<file path="src/rtl/mem_arbiter_if.sv">
// Bus bundle between mem_arbiter, the two cache refill engines and main memory.
// The master modport is the arbiter's view; slave is the surrounding environment.
interface mem_arbiter_if #(
  parameter int AWIDTH = 32,
  parameter int DWIDTH = 128
);
  logic              ic_req_valid;
  logic [AWIDTH-1:0] ic_req_addr;
  logic              ic_req_ready;
  logic              ic_resp_valid;
  logic [DWIDTH-1:0] ic_resp_data;

  logic              dc_req_valid;
  logic              dc_req_rnw;
  logic [AWIDTH-1:0] dc_req_addr;
  logic [DWIDTH-1:0] dc_req_wdata;
  logic              dc_req_ready;
  logic              dc_resp_valid;
  logic [DWIDTH-1:0] dc_resp_data;

  logic              mem_req_valid;
  logic              mem_req_ready;
  logic              mem_req_rnw;
  logic [AWIDTH-1:0] mem_req_addr;
  logic [DWIDTH-1:0] mem_req_wdata;
  logic              mem_resp_valid;
  logic [DWIDTH-1:0] mem_resp_data;

  modport master (
    input  ic_req_valid, ic_req_addr,
    output ic_req_ready, ic_resp_valid, ic_resp_data,
    input  dc_req_valid, dc_req_rnw, dc_req_addr, dc_req_wdata,
    output dc_req_ready, dc_resp_valid, dc_resp_data,
    output mem_req_valid, mem_req_rnw, mem_req_addr, mem_req_wdata,
    input  mem_req_ready, mem_resp_valid, mem_resp_data
  );

  modport slave (
    output ic_req_valid, ic_req_addr,
    input  ic_req_ready, ic_resp_valid, ic_resp_data,
    output dc_req_valid, dc_req_rnw, dc_req_addr, dc_req_wdata,
    input  dc_req_ready, dc_resp_valid, dc_resp_data,
    input  mem_req_valid, mem_req_rnw, mem_req_addr, mem_req_wdata,
    output mem_req_ready, mem_resp_valid, mem_resp_data
  );
endinterface

</file>
<file path="src/rtl/mem_arbiter.sv">
// Two-requester memory arbiter: one transaction at a time, data cache has priority.
// Define MEM_ARB_FAIRNESS_EN to bound instruction-cache starvation to STARVE_MAX data grants.
module mem_arbiter #(
  parameter int AWIDTH     = 32,
  parameter int DWIDTH     = 128,
  parameter int STARVE_MAX = 4
) (
  input  logic                clk,
  input  logic                reset,
  mem_arbiter_if.master       bus,
  output logic                busy,
  output logic                owner
);

  typedef enum logic [1:0] {
    IDLE  = 2'd0,
    ISSUE = 2'd1,
    WAIT  = 2'd2
  } state_e;

  state_e            state_q, state_d;
  logic              owner_q, owner_d;
  logic              rnw_q, rnw_d;
  logic [AWIDTH-1:0] addr_q, addr_d;
  logic [DWIDTH-1:0] wdata_q, wdata_d;
  logic              ic_resp_valid_q, ic_resp_valid_d;
  logic              dc_resp_valid_q, dc_resp_valid_d;
  logic [DWIDTH-1:0] ic_resp_data_q, ic_resp_data_d;
  logic [DWIDTH-1:0] dc_resp_data_q, dc_resp_data_d;

  logic              force_ic_s;
  logic              grant_dc_s;
  logic              grant_ic_s;

`ifdef MEM_ARB_FAIRNESS_EN
  logic [3:0]        starve_q, starve_d;

  assign force_ic_s = bus.ic_req_valid && (starve_q == 4'(STARVE_MAX));
`else
  assign force_ic_s = 1'b0;
`endif

  assign grant_dc_s = (state_q == IDLE) && bus.dc_req_valid && !force_ic_s;
  assign grant_ic_s = (state_q == IDLE) && bus.ic_req_valid && !grant_dc_s;

  assign bus.ic_req_ready  = grant_ic_s;
  assign bus.dc_req_ready  = grant_dc_s;
  assign bus.ic_resp_valid = ic_resp_valid_q;
  assign bus.dc_resp_valid = dc_resp_valid_q;
  assign bus.ic_resp_data  = ic_resp_data_q;
  assign bus.dc_resp_data  = dc_resp_data_q;
  assign bus.mem_req_valid = (state_q == ISSUE);
  assign bus.mem_req_rnw   = rnw_q;
  assign bus.mem_req_addr  = addr_q;
  assign bus.mem_req_wdata = wdata_q;
  assign busy              = (state_q != IDLE);
  assign owner             = owner_q;

  // Next-state, capture and response logic
  always_comb begin
    state_d         = state_q;
    owner_d         = owner_q;
    rnw_d           = rnw_q;
    addr_d          = addr_q;
    wdata_d         = wdata_q;
    ic_resp_valid_d = 1'b0;
    dc_resp_valid_d = 1'b0;
    ic_resp_data_d  = ic_resp_data_q;
    dc_resp_data_d  = dc_resp_data_q;
`ifdef MEM_ARB_FAIRNESS_EN
    starve_d        = starve_q;
`endif
    case (state_q)
      IDLE: begin
        if (grant_dc_s) begin
          owner_d = 1'b1;
          rnw_d   = bus.dc_req_rnw;
          addr_d  = bus.dc_req_addr;
          wdata_d = bus.dc_req_wdata;
          state_d = ISSUE;
`ifdef MEM_ARB_FAIRNESS_EN
          // Only grants that make the instruction cache wait count toward starvation
          if (bus.ic_req_valid) begin
            starve_d = starve_q + 4'd1;
          end else begin
            starve_d = 4'd0;
          end
`endif
        end else if (grant_ic_s) begin
          owner_d = 1'b0;
          rnw_d   = 1'b1;
          addr_d  = bus.ic_req_addr;
          wdata_d = {DWIDTH{1'b0}};
          state_d = ISSUE;
`ifdef MEM_ARB_FAIRNESS_EN
          starve_d = 4'd0;
`endif
        end else begin
          state_d = IDLE;
        end
      end
      ISSUE: begin
        if (bus.mem_req_ready) begin
          state_d = rnw_q ? WAIT : IDLE;
        end else begin
          state_d = ISSUE;
        end
      end
      WAIT: begin
        if (bus.mem_resp_valid) begin
          if (owner_q) begin
            dc_resp_valid_d = 1'b1;
            dc_resp_data_d  = bus.mem_resp_data;
          end else begin
            ic_resp_valid_d = 1'b1;
            ic_resp_data_d  = bus.mem_resp_data;
          end
          state_d = IDLE;
        end else begin
          state_d = WAIT;
        end
      end
      default: begin
        state_d = IDLE;
      end
    endcase
  end

  // State and holding registers
  always_ff @(posedge clk or negedge reset) begin
    if (!reset) begin
      state_q         <= IDLE;
      owner_q         <= 1'b0;
      rnw_q           <= 1'b0;
      addr_q          <= {AWIDTH{1'b0}};
      wdata_q         <= {DWIDTH{1'b0}};
      ic_resp_valid_q <= 1'b0;
      dc_resp_valid_q <= 1'b0;
      ic_resp_data_q  <= {DWIDTH{1'b0}};
      dc_resp_data_q  <= {DWIDTH{1'b0}};
`ifdef MEM_ARB_FAIRNESS_EN
      starve_q        <= 4'd0;
`endif
    end else begin
      state_q         <= state_d;
      owner_q         <= owner_d;
      rnw_q           <= rnw_d;
      addr_q          <= addr_d;
      wdata_q         <= wdata_d;
      ic_resp_valid_q <= ic_resp_valid_d;
      dc_resp_valid_q <= dc_resp_valid_d;
      ic_resp_data_q  <= ic_resp_data_d;
      dc_resp_data_q  <= dc_resp_data_d;
`ifdef MEM_ARB_FAIRNESS_EN
      starve_q        <= starve_d;
`endif
    end
  end

endmodule

</file>
<file path="src/flat_wrapper.sv">
// flat-port wrapper written by rule: the top's interface ports become plain ports
module mem_arbiter_flat 
#(
  parameter int AWIDTH     = 32,
  parameter int DWIDTH     = 128,
  parameter int STARVE_MAX = 4
)
  (clk, reset, busy, owner, bus_ic_req_valid, bus_ic_req_addr, bus_ic_req_ready, bus_ic_resp_valid, bus_ic_resp_data, bus_dc_req_valid, bus_dc_req_rnw, bus_dc_req_addr, bus_dc_req_wdata, bus_dc_req_ready, bus_dc_resp_valid, bus_dc_resp_data, bus_mem_req_valid, bus_mem_req_rnw, bus_mem_req_addr, bus_mem_req_wdata, bus_mem_req_ready, bus_mem_resp_valid, bus_mem_resp_data);
  mem_arbiter_if #(.AWIDTH(AWIDTH), .DWIDTH(DWIDTH)) bus_i ();
  input  logic clk;
  input  logic reset;
  output logic busy;
  output logic owner;
  input wire logic [$bits(bus_i.ic_req_valid)-1:0] bus_ic_req_valid;
  input wire logic [$bits(bus_i.ic_req_addr)-1:0] bus_ic_req_addr;
  output wire logic [$bits(bus_i.ic_req_ready)-1:0] bus_ic_req_ready;
  output wire logic [$bits(bus_i.ic_resp_valid)-1:0] bus_ic_resp_valid;
  output wire logic [$bits(bus_i.ic_resp_data)-1:0] bus_ic_resp_data;
  input wire logic [$bits(bus_i.dc_req_valid)-1:0] bus_dc_req_valid;
  input wire logic [$bits(bus_i.dc_req_rnw)-1:0] bus_dc_req_rnw;
  input wire logic [$bits(bus_i.dc_req_addr)-1:0] bus_dc_req_addr;
  input wire logic [$bits(bus_i.dc_req_wdata)-1:0] bus_dc_req_wdata;
  output wire logic [$bits(bus_i.dc_req_ready)-1:0] bus_dc_req_ready;
  output wire logic [$bits(bus_i.dc_resp_valid)-1:0] bus_dc_resp_valid;
  output wire logic [$bits(bus_i.dc_resp_data)-1:0] bus_dc_resp_data;
  output wire logic [$bits(bus_i.mem_req_valid)-1:0] bus_mem_req_valid;
  output wire logic [$bits(bus_i.mem_req_rnw)-1:0] bus_mem_req_rnw;
  output wire logic [$bits(bus_i.mem_req_addr)-1:0] bus_mem_req_addr;
  output wire logic [$bits(bus_i.mem_req_wdata)-1:0] bus_mem_req_wdata;
  input wire logic [$bits(bus_i.mem_req_ready)-1:0] bus_mem_req_ready;
  input wire logic [$bits(bus_i.mem_resp_valid)-1:0] bus_mem_resp_valid;
  input wire logic [$bits(bus_i.mem_resp_data)-1:0] bus_mem_resp_data;
  assign bus_i.ic_req_valid = bus_ic_req_valid;
  assign bus_i.ic_req_addr = bus_ic_req_addr;
  assign bus_ic_req_ready = bus_i.ic_req_ready;
  assign bus_ic_resp_valid = bus_i.ic_resp_valid;
  assign bus_ic_resp_data = bus_i.ic_resp_data;
  assign bus_i.dc_req_valid = bus_dc_req_valid;
  assign bus_i.dc_req_rnw = bus_dc_req_rnw;
  assign bus_i.dc_req_addr = bus_dc_req_addr;
  assign bus_i.dc_req_wdata = bus_dc_req_wdata;
  assign bus_dc_req_ready = bus_i.dc_req_ready;
  assign bus_dc_resp_valid = bus_i.dc_resp_valid;
  assign bus_dc_resp_data = bus_i.dc_resp_data;
  assign bus_mem_req_valid = bus_i.mem_req_valid;
  assign bus_mem_req_rnw = bus_i.mem_req_rnw;
  assign bus_mem_req_addr = bus_i.mem_req_addr;
  assign bus_mem_req_wdata = bus_i.mem_req_wdata;
  assign bus_i.mem_req_ready = bus_mem_req_ready;
  assign bus_i.mem_resp_valid = bus_mem_resp_valid;
  assign bus_i.mem_resp_data = bus_mem_resp_data;
  mem_arbiter #(.AWIDTH(AWIDTH), .DWIDTH(DWIDTH), .STARVE_MAX(STARVE_MAX)) u_core (.clk(clk), .reset(reset), .bus(bus_i), .busy(busy), .owner(owner));
endmodule
</file>
<file path="config.mk">
export PLATFORM = sky130hd
export DESIGN_NAME = mem_arbiter_flat
export DESIGN_NICKNAME = d
export VERILOG_FILES = /design/src/rtl/mem_arbiter_if.sv /design/src/rtl/mem_arbiter.sv /design/src/flat_wrapper.sv
export SDC_FILE = /design/constraint.sdc
export NUM_CORES = 1
export LEC_CHECK = 0
export CORE_AREA = 3 3 294 296
export DETAILED_ROUTE_END_ITERATION = 7
export DIE_AREA = 0 0 297 299
export SYNTH_ARGS = -nofsm -noshare
export SYNTH_HDL_FRONTEND = slang
export SYNTH_SLANG_ARGS = --single-unit
export TNS_END_PERCENT = 1
</file>
<file path="constraint.sdc">
create_clock -name clk -period 3.46 [get_ports clk]
set_input_delay 0.519 -clock clk [delete_from_list [all_inputs] [get_ports clk]]
set_output_delay 0.519 -clock clk [all_outputs]
set_load 0.1 [all_outputs]
</file>
==> metrics.yaml <==
place:
  io_buffers: 750
  place_ws_ps: 1010
  dp_hpwl_um: 42460
  place.gp.congestion: 0.8142
outcome:
  status: "completed"
detailed_routing:
  drtPass1Iterations: 4
  ant_nets: 0
  wirelength_um: 55240
  drc_errors: 0
  dr.first_iter.drc_count: 278
  wl_per_cell_um: 19.02
  via_per_inst: 3.900
  vias: 11330
worst_hold_path:
  hp-class: "reg -> reg"
  hold_start: "u_core.bus.ic_resp_data[97]"
  whs_endpoint: "u_core.bus.ic_resp_data[97]"
  hold-path-cell-count: 1
die:
  core-area_um2: 83820
  ioPinCount: 751
  dieHeight_um: 299
  initial_core_util_pct: 18.78
  die_area_um2: 88800
  fp-row-count: 106
  fp.dieW_um: 297
setup_path:
  critPathLaunchType: "flop"
  cp_max_fo: 26
  path_class: "reg -> out"
  cp_data_required_time_ps: 2940
  arrival_ps: 2240
  regToRegStartpoint: "u_core.state_q[1]"
  reg2reg_depth: 4
  r2r_setup_slack_ps: 1310
  reg2reg_to: "u_core.bus.mem_req_wdata[106]"
  cp-end-kind: "primary output"
clock_tree:
  clkTransAtPathRegs_ps: 60
  h-tree-depth: 2
  cts_buffer_depth: 3
  post-cts-setup-buffer-count: 0
  cts_tree: "done"
  clkSinkCount: 422
  clkLatencyLatePin_ps: 570
  cts_buffers: 49
  cts_root_buffer: "clkbuf_16"
sta:
  fmax_ghz: 0.3630
  finalClockSkew_ps: 17.03
  tns_ps: 0
  worstMarginPinSlew_ps: 1066
  hold-worst-slack_ps: 482.9
  slew_viol_final: 0
  finalHoldViolCount: 0
  rsz0062_at_grt: "no"
  finalCritPeriodShare_pct: 79.61
  finalWorstSetupSlack_ps: 705.5
  final-setup-viol-count: 0
  relSlewSlack_pct: 28.71
  fin_crit_ps: 2755
synthesis:
  yosysUniqueCellTypes: 23
  postSynthRegisterBits: 422
  yosys-top-cells-area: "dfrtp_1 (67%), mux2_2 (16%), mux2_1 (7.3%)"
  ys.warnings.count: 0
  synth_nets: 1281
  yosysTopAreaCellShare_pct: 67.10
  syn_area_um2: 15740
  synth_top_area_cell: "dfrtp_1"
  synth_seq_area_share_pct: 67.10
  avgSynthCellArea_um2: 16.50
  syn_inst: 954
global_routing:
  first_global_vias: 12480
  antenna_found_initial: 8
  grt_max_degree: 107
  grt_first_pass_wirelength_um: 82500
  grt_use_total_pct: 11.95
  grt_overflow_total: 0
cells_and_area:
  final_common_cell: "clkdlybuf4s50_1"
  fin_nets: 2052
  layout_common_cells: "clkdlybuf4s50_1 (714), dfrtp_1 (422), mux2_2 (218)"
  drive_gt1_share_pct: 21.36
  multi_input_area_um2: 4850
  final-seq-area_um2: 10560
  post-route-util_pct: 31.56
  num-fill-cells: 8305
  syn_to_final_growth_pct: 68.07
flow_run:
  max_cap_violations: 0
[layout make-up]
class | instances | area share, %
well taps | 1134 | 5.364
clock buffers | 67 | 5.425
multi-input cells | 464 | 18.33
diodes | 6 | 0.05676
flip-flops and latches | 422 | 39.92
inverters | 3 | 0.04257
clock inverters | 24 | 1.320
repair buffers | 785 | 29.54
[per-layer routing]
metal	routed length, um	GRT usage (%)
met5	0	0
met1	20780	13.24
met2	28180	21.44
met4	1612	3.965
met3	4674	3.988
[sequential cells by signal, summed over array words and instances, names as in the netlist]
register,flops
u_core.state_q,2
u_core.bus.mem_req_rnw,1
u_core.bus.mem_req_addr,32
u_core.bus.dc_resp_data,128
u_core.bus.ic_resp_data,128
u_core.bus.dc_resp_valid,1
u_core.bus.mem_req_wdata,128
u_core.owner,1
u_core.bus.ic_resp_valid,1
[through the flow]
step,cells,instance area (um^2)
detailed placement,2807,24640
floorplan,954,15740
global placement,2807,24640
finish,2905,26450
global route,2901,26440
CTS,2899,26440
[cells in the mapped netlist]
cell type,count
inv_1,3
a21o_1,1
nor3b_2,1
buf_4,12
o21a_1,1
a22o_1,128
dfrtp_1,422
and2_1,1
nand3_1,1
o21ai_1,1
a2bb2oi_1,1
o22ai_1,1
nor2b_1,1
mux2_1,102
nand2b_1,2
nand4b_1,1
nor2_1,2
mux2_2,218
clkbuf_1,12
a22oi_1,1
buf_2,39
nand2_1,1
buf_1,2
[kinds of logic (layout without fill, tap and decap cells)]
group                  Yosys count  in the layout  share of synthesized area [%]
multiplexers                   320            320                          22.90
other                            0              6                              0
AND/OR/NAND/NOR                 10             10                         0.3975
buffers and inverters           68            879                          2.218
AO/OA/AOI/OAI                  134            134                          7.393
flip-flops                     422            422                          67.10
[worst max-delay path by stage]
stage | slack [ps] | end | from | depth (start not counted)
after global placement | 1030 | u_core.bus.ic_resp_data[13] | bus_mem_resp_valid | 5
after CTS | 630 | bus_dc_req_ready | u_core.state_q[1] | 3
final | 710 | bus_dc_req_ready | u_core.state_q[1] | 3
after floorplan | 750 | bus_ic_req_ready | bus_dc_req_valid | 3
after detailed placement | 1010 | u_core.bus.ic_resp_data[13] | bus_mem_resp_valid | 5
after global routing | 520 | bus_dc_req_ready | u_core.state_q[1] | 3
[repair_timing]
item,CTS,global route
hold buffers,1,0
hold endpoints to repair,68,0
resized for setup,0,0
endpoints found under the setup margin,0,0
[worst max-delay path: stages (launching register included)]
cell and delay [ps]:
dfrtp_1 470, nor2_1 400, and2_4 440, buf_4 360
Power is left out: the tool's default activity adds up to more than one toggle a clock period on the data nets, which glitch-free logic cannot reach.
